--- config.mk ---
export PLATFORM = sky130hd
export DESIGN_NAME = apb_master_ctrl
export DESIGN_NICKNAME = d
export VERILOG_FILES = /design/src/rtl/apb_pkg.sv /design/src/rtl/apb_wait_timer.sv /design/src/rtl/apb_master_ctrl.sv
export SDC_FILE = /design/constraint.sdc
export NUM_CORES = 1
export LEC_CHECK = 0
export BUFFER_PORTS_ARGS = -buffer_cell sky130_fd_sc_hd__buf_2
export CAP_MARGIN = 20
export CELL_PAD_IN_SITES_DETAIL_PLACEMENT = 2
export CELL_PAD_IN_SITES_GLOBAL_PLACEMENT = 2
export CORE_MARGIN = 4
export CORE_UTILIZATION = 28
export DETAILED_ROUTE_END_ITERATION = 16
export PLACE_DENSITY = 0.91
export REMOVE_ABC_BUFFERS = 1
export SYNTH_ARGS = -nofsm -noshare
export SYNTH_HDL_FRONTEND = slang
export SYNTH_SLANG_ARGS = --single-unit
--- constraint.sdc ---
create_clock -name pclk -period 2.6 [get_ports pclk]
set_clock_uncertainty 0.2 [all_clocks]
set_input_delay 0.65 -clock pclk [delete_from_list [all_inputs] [get_ports pclk]]
set_output_delay 0.65 -clock pclk [all_outputs]
set_load 0.02 [all_outputs]
--- src/rtl/apb_pkg.sv ---
// Purpose : shared types and default widths for the APB requester block.
// Latency : n/a (declarations only).
// Backpres: n/a (declarations only).
package apb_pkg;

    localparam int unsigned APB_ADDR_W = 8;
    localparam int unsigned APB_DATA_W = 32;

    typedef enum logic [1:0] {
        IDLE   = 2'd0,
        SETUP  = 2'd1,
        ACCESS = 2'd2,
        RESP   = 2'd3
    } apb_mst_state_t;

    // Response as returned to the command source, at the default data width.
    typedef struct packed {
        logic [APB_DATA_W-1:0] rdata;
        logic                  err;
        logic                  timeout;
    } apb_rsp_t;

endpackage

--- src/rtl/apb_wait_timer.sv ---
// Purpose : counts ACCESS-phase wait cycles and flags when the timeout threshold is reached.
// Latency : expired_o is combinational from the count register; clear/enable take effect on the next edge.
// Backpres: none; the counter saturates at all-ones and never wraps.
// Ports   : pclk/prst clock and async active-low reset; clear_i zeroes the count;
//           enable_i increments it; expired_o is high while count == TIMEOUT_CYCLES-1.
module apb_wait_timer #(
    parameter int unsigned TIMEOUT_CYCLES = 16
) (
    input  logic pclk,
    input  logic prst,
    input  logic clear_i,
    input  logic enable_i,
    output logic expired_o
);

    localparam int unsigned CW = (TIMEOUT_CYCLES > 0) ? $clog2(TIMEOUT_CYCLES + 1) : 1;
    localparam logic [CW-1:0] CNT_MAX = {CW{1'b1}};
    localparam logic [CW-1:0] THRESH  = CW'((TIMEOUT_CYCLES > 0) ? TIMEOUT_CYCLES - 1 : 0);

    logic [CW-1:0] cnt_q;
    logic [CW-1:0] cnt_d;

    always_comb begin
        cnt_d = cnt_q;
        if (clear_i) begin
            cnt_d = '0;
        end else if (enable_i && (cnt_q != CNT_MAX)) begin
            cnt_d = cnt_q + 1'b1;
        end
    end

    always_ff @(posedge pclk or negedge prst) begin
        if (!prst) begin
            cnt_q <= '0;
        end else begin
            cnt_q <= cnt_d;
        end
    end

    // A zero threshold means the timeout is disabled, so never expire.
    assign expired_o = (TIMEOUT_CYCLES != 0) && (cnt_q == THRESH);

endmodule

--- src/rtl/apb_master_ctrl.sv ---
// Purpose : APB requester turning a valid/ready command into one APB transfer and one response.
// Latency : accept at E0, SETUP E0-E1, ACCESS from E1; zero-wait response valid after E2, +1 per wait state.
// Backpres: cmd_ready low from accept until the response is consumed; rsp held stable while rsp_ready=0.
// Ports   : pclk/prst clock and async active-low reset; cmd_* command in; rsp_* response out;
//           psel/penable/pwrite/paddr/pw_data APB request out; pr_data/pready/pslverr APB completion in.
module apb_master_ctrl
    import apb_pkg::*;
#(
    parameter int unsigned ADDR_WIDTH     = APB_ADDR_W,
    parameter int unsigned DATA_WIDTH     = APB_DATA_W,
    parameter int unsigned TIMEOUT_CYCLES = 16
) (
    input  logic                  pclk,
    input  logic                  prst,
    input  logic                  cmd_valid,
    output logic                  cmd_ready,
    input  logic                  cmd_write,
    input  logic [ADDR_WIDTH-1:0] cmd_addr,
    input  logic [DATA_WIDTH-1:0] cmd_wdata,
    output logic                  rsp_valid,
    input  logic                  rsp_ready,
    output logic [DATA_WIDTH-1:0] rsp_rdata,
    output logic                  rsp_err,
    output logic                  rsp_timeout,
    output logic                  psel,
    output logic                  penable,
    output logic                  pwrite,
    output logic [ADDR_WIDTH-1:0] paddr,
    output logic [DATA_WIDTH-1:0] pw_data,
    input  logic [DATA_WIDTH-1:0] pr_data,
    input  logic                  pready,
    input  logic                  pslverr
);

    // Same field layout as apb_rsp_t, sized by this instance's DATA_WIDTH.
    typedef struct packed {
        logic [DATA_WIDTH-1:0] rdata;
        logic                  err;
        logic                  timeout;
    } rsp_t;

    apb_mst_state_t        state_q, state_d;
    logic                  psel_q, psel_d;
    logic                  penable_q, penable_d;
    logic                  pwrite_q, pwrite_d;
    logic [ADDR_WIDTH-1:0] paddr_q, paddr_d;
    logic [DATA_WIDTH-1:0] pwdata_q, pwdata_d;
    logic                  cmd_ready_q, cmd_ready_d;
    logic                  rsp_valid_q, rsp_valid_d;
    rsp_t                  rsp_q, rsp_d;
    logic                  timer_expired;

    apb_wait_timer #(
        .TIMEOUT_CYCLES(TIMEOUT_CYCLES)
    ) u_wait_timer (
        .pclk     (pclk),
        .prst     (prst),
        .clear_i  (state_q == SETUP),
        .enable_i ((state_q == ACCESS) && !pready),
        .expired_o(timer_expired)
    );

    always_comb begin
        state_d     = state_q;
        psel_d      = psel_q;
        penable_d   = penable_q;
        pwrite_d    = pwrite_q;
        paddr_d     = paddr_q;
        pwdata_d    = pwdata_q;
        cmd_ready_d = cmd_ready_q;
        rsp_valid_d = rsp_valid_q;
        rsp_d       = rsp_q;

        unique case (state_q)
            IDLE: begin
                // cmd_ready is still low on the first edge out of reset, so
                // a command can only be taken once it has been advertised.
                if (cmd_ready_q && cmd_valid) begin
                    paddr_d     = cmd_addr;
                    pwrite_d    = cmd_write;
                    pwdata_d    = cmd_write ? cmd_wdata : '0;
                    psel_d      = 1'b1;
                    cmd_ready_d = 1'b0;
                    state_d     = SETUP;
                end else begin
                    cmd_ready_d = 1'b1;
                end
            end
            SETUP: begin
                penable_d = 1'b1;
                state_d   = ACCESS;
            end
            ACCESS: begin
                // pready is tested first so a completion on the threshold edge is not a timeout.
                if (pready) begin
                    psel_d        = 1'b0;
                    penable_d     = 1'b0;
                    rsp_d.err     = pslverr;
                    rsp_d.timeout = 1'b0;
                    rsp_d.rdata   = (!pwrite_q && !pslverr) ? pr_data : '0;
                    rsp_valid_d   = 1'b1;
                    state_d       = RESP;
                end else if (timer_expired) begin
                    psel_d        = 1'b0;
                    penable_d     = 1'b0;
                    rsp_d.err     = 1'b1;
                    rsp_d.timeout = 1'b1;
                    rsp_d.rdata   = '0;
                    rsp_valid_d   = 1'b1;
                    state_d       = RESP;
                end
            end
            RESP: begin
                if (rsp_ready) begin
                    rsp_valid_d = 1'b0;
                    cmd_ready_d = 1'b1;
                    state_d     = IDLE;
                end
            end
            default: state_d = IDLE;
        endcase
    end

    always_ff @(posedge pclk or negedge prst) begin
        if (!prst) begin
            state_q     <= IDLE;
            psel_q      <= 1'b0;
            penable_q   <= 1'b0;
            pwrite_q    <= 1'b0;
            paddr_q     <= '0;
            pwdata_q    <= '0;
            cmd_ready_q <= 1'b0;
            rsp_valid_q <= 1'b0;
            rsp_q       <= '0;
        end else begin
            state_q     <= state_d;
            psel_q      <= psel_d;
            penable_q   <= penable_d;
            pwrite_q    <= pwrite_d;
            paddr_q     <= paddr_d;
            pwdata_q    <= pwdata_d;
            cmd_ready_q <= cmd_ready_d;
            rsp_valid_q <= rsp_valid_d;
            rsp_q       <= rsp_d;
        end
    end

    assign cmd_ready   = cmd_ready_q;
    assign rsp_valid   = rsp_valid_q;
    assign rsp_rdata   = rsp_q.rdata;
    assign rsp_err     = rsp_q.err;
    assign rsp_timeout = rsp_q.timeout;
    assign psel        = psel_q;
    assign penable     = penable_q;
    assign pwrite      = pwrite_q;
    assign paddr       = paddr_q;
    assign pw_data     = pwdata_q;

endmodule
==> results.yml <==
floorplanning:
  dieHeight_um: 119
  initial_core_util_pct: 28.6
  dieWidth_um: 119
  ioPinCount: 158
  num_rows: 40
  core_sq_mm: 0.0120
  die_area_sq_mm: 0.0141
setup_path:
  startpoint_type: "flip-flop"
  path_max_fanout: 23
  reg2regPathDepth: 5
  cp.arrival_ns: 2.20
  crit_slowest_cell: "nand3_2"
  crit_family: "simple AND/OR/NAND/NOR gates"
  crit_chain: "inv_1, ha_1, nand3_2, buf_4, o21ai_0"
  crit_buf_inv: 2
  critPathKind: "flip-flop to flip-flop"
  crit_required_ns: 2.63
  critPathCaptureType: "flip-flop"
  max_stage_delay_ns: 0.47
  cp.depth: 5
  r2r_setup_slack_ns: 0.43
place:
  numPortBuffers: 157
  placed_area_sq_mm: 0.00441
  place_hpwl_mm: 7.82
  dp_slack_ns: 0.328
  gp_congestion: 0.697
  dp_cells: 593
route:
  drt_iter0_drc: 41
  drc: 0
  drt-vias-per-instance: 4.75
  firstDrtPassIters: 4
  antenna_left: 0
  wl_per_cell_um: 17.0
  drt-total-wl_mm: 10.3
  vias: 2886
finish:
  regArea_sq_mm: 0.00215
  stdcell_count: 608
  utilization_pct: 39.1
  fill_cells: 1284
  multi_input_area_sq_mm: 0.00115
  mostFrequentLayoutCells: "buf_2 (156), dfrtp_1 (86), nand2_1 (68)"
  n_antenna_cell: 0
  design_area_sq_mm: 0.00470
  final_nets: 543
  final_common_cell: "buf_2"
  area_delta_synth_final_pct: 36.8
  drive_above_1_share_pct: 43.2
global_route:
  grt.overflow.total: 0
  grt_pass1_vias: 3321
  grt_util_met2_pct: 25.7
  use_met1_pct: 18.1
  grt_antenna_before_repair: 0
  grt_max_degree: 55
  grt_busiest_layer: "met2"
  grt_first_pass_wirelength_mm: 17.3
  gr-usage-met3_pct: 4.78
  grt_usage_pct: 15.3
clocking:
  cts_tree: "done"
  cts.repair.resized: 0
  numCtsBuffers: 9
  cts_buffer_depth: 2
  cts_setup_buffers: 0
  clk_pin_slew_ns: 0.06
  clk_latency_ns: 0.33
  clock-sinks: 86
  ctsHtreeMaxLevel: 3
  root_buffer: "clkbuf_16"
  ctsHoldBuffers: 0
run:
  drv_cap: 0
timing:
  timing.final.ws_setup_ns: 0.431
  relSlewSlack_pct: 59.9
  hold_viol_final: 0
  maxSlewViolCount: 0
  whs_ns: 0.0920
  fin_crit_sh_pct: 83.4
  min_period_ns: 2.17
  tightestPinTransition_ns: 0.602
  setup_viol: 0
  tns_ns: 0
  fmax_mhz: 461
  grt_setup_unrepaired: "false"
pwr:
  powerDensity_mw_per_mm2: 1320
  p_leak_nw: 2.51
  power_mw: 6.22
  ir_worst_vdd_uv: 350
synthesis:
  synth_seq_cells: 86
  netlist_area_sq_mm: 0.00343
  synth_area_per_cell_sq_um: 11.6
  synth_cells: 296
  yosysWarnings: 0
  synth.distinct_cells: 27
  seq_area_frac_synth_pct: 62.7
min_path:
  hold_class: "input port to async pin"
run_status:
  status: "finished, final reports clean"
[report_power, final]
part           switching (mW)  internal, mW  leakage, nW  total (mW)
clock network           0.510         0.762        0.141        1.27
logic                    1.63         0.986         1.25        2.61
registers               0.370          1.96         1.12        2.33
total                    2.51          3.71         2.51        6.22
[cells by family (layout without fill, tap and decap cells)]
family / count (synthesis) / count (layout) / share of synthesized area [%]
compound gates: 77 / 77 / 15.2
xor+xnor: 2 / 2 / 0.510
fa+ha+maj: 7 / 7 / 2.55
buf+inv: 26 / 191 / 3.97
flops: 86 / 86 / 62.7
mux: 12 / 12 / 3.90
simple gates: 86 / 86 / 11.2
[routing by layer]
layer / wire, um / vias to the layer above
met1: 4300 / 1427
met4: 229 / 0
met3: 771 / 16
li1: - / 1332
met2: 5020 / 111
met5: 0 / -
[cells in the mapped netlist]
library cell	count	area share, %
dfrtp_1	86	63
nand2_1	68	7.4
o21ai_0	35	5.1
a22o_1	32	8.2
mux2_2	11	3.6
clkbuf_1	8	0.87
buf_2	7	1.0
ha_1	7	2.6
inv_1	7	0.77
nor2_1	7	0.77
buf_6	4	1.3
o21ai_1	4	0.58
nor2b_1	3	0.55
a211oi_1	2	0.44
nor3b_4	2	1.1
xnor2_1	2	0.51
a21oi_1	1	0.15
and2b_1	1	0.22
and3_1	1	0.18
and4bb_2	1	0.36
mux2i_1	1	0.29
nand3_1	1	0.15
nand4_1	1	0.18
nor3b_1	1	0.22
o22a_1	1	0.26
o2bb2ai_1	1	0.26
o32a_1	1	0.29
[cell type report]
cell class | instances | share of cell area (%)
Timing Repair Buffer | 169 | 19.0
Inverter | 7 | 0.559
Tap cell | 147 | 3.92
Multi-Input combinational cell | 184 | 24.6
Sequential cell | 86 | 45.8
Clock buffer | 11 | 5.17
Clock inverter | 4 | 1.01
[state kept, by name, summed over array words and instances (netlist names)]
name and flops:
cmd_ready 1, pw_data 32, rsp_timeout 1, state_q 2, penable 1, paddr 8, psel 1, rsp_err 1
u_wait_timer.cnt_q 5, pwrite 1, rsp_valid 1, rsp_rdata 32
[final timing paths]
path,startpoint,to
min in group pclk,pw_data[17]$_DFFE_PN0P_,pw_data[17]$_DFFE_PN0P_
setup reg to reg,state_q[1]$_DFFE_PN0P_,pw_data[24]$_DFFE_PN0P_
setup / recovery,state_q[1]$_DFFE_PN0P_,pw_data[24]$_DFFE_PN0P_
hold / removal,prst,rsp_rdata[4]$_DFFE_PN0P_
max in group asynchronous,prst,pw_data[24]$_DFFE_PN0P_
hold reg to reg,pw_data[17]$_DFFE_PN0P_,pw_data[17]$_DFFE_PN0P_
Power figures use the tool's default switching activity.
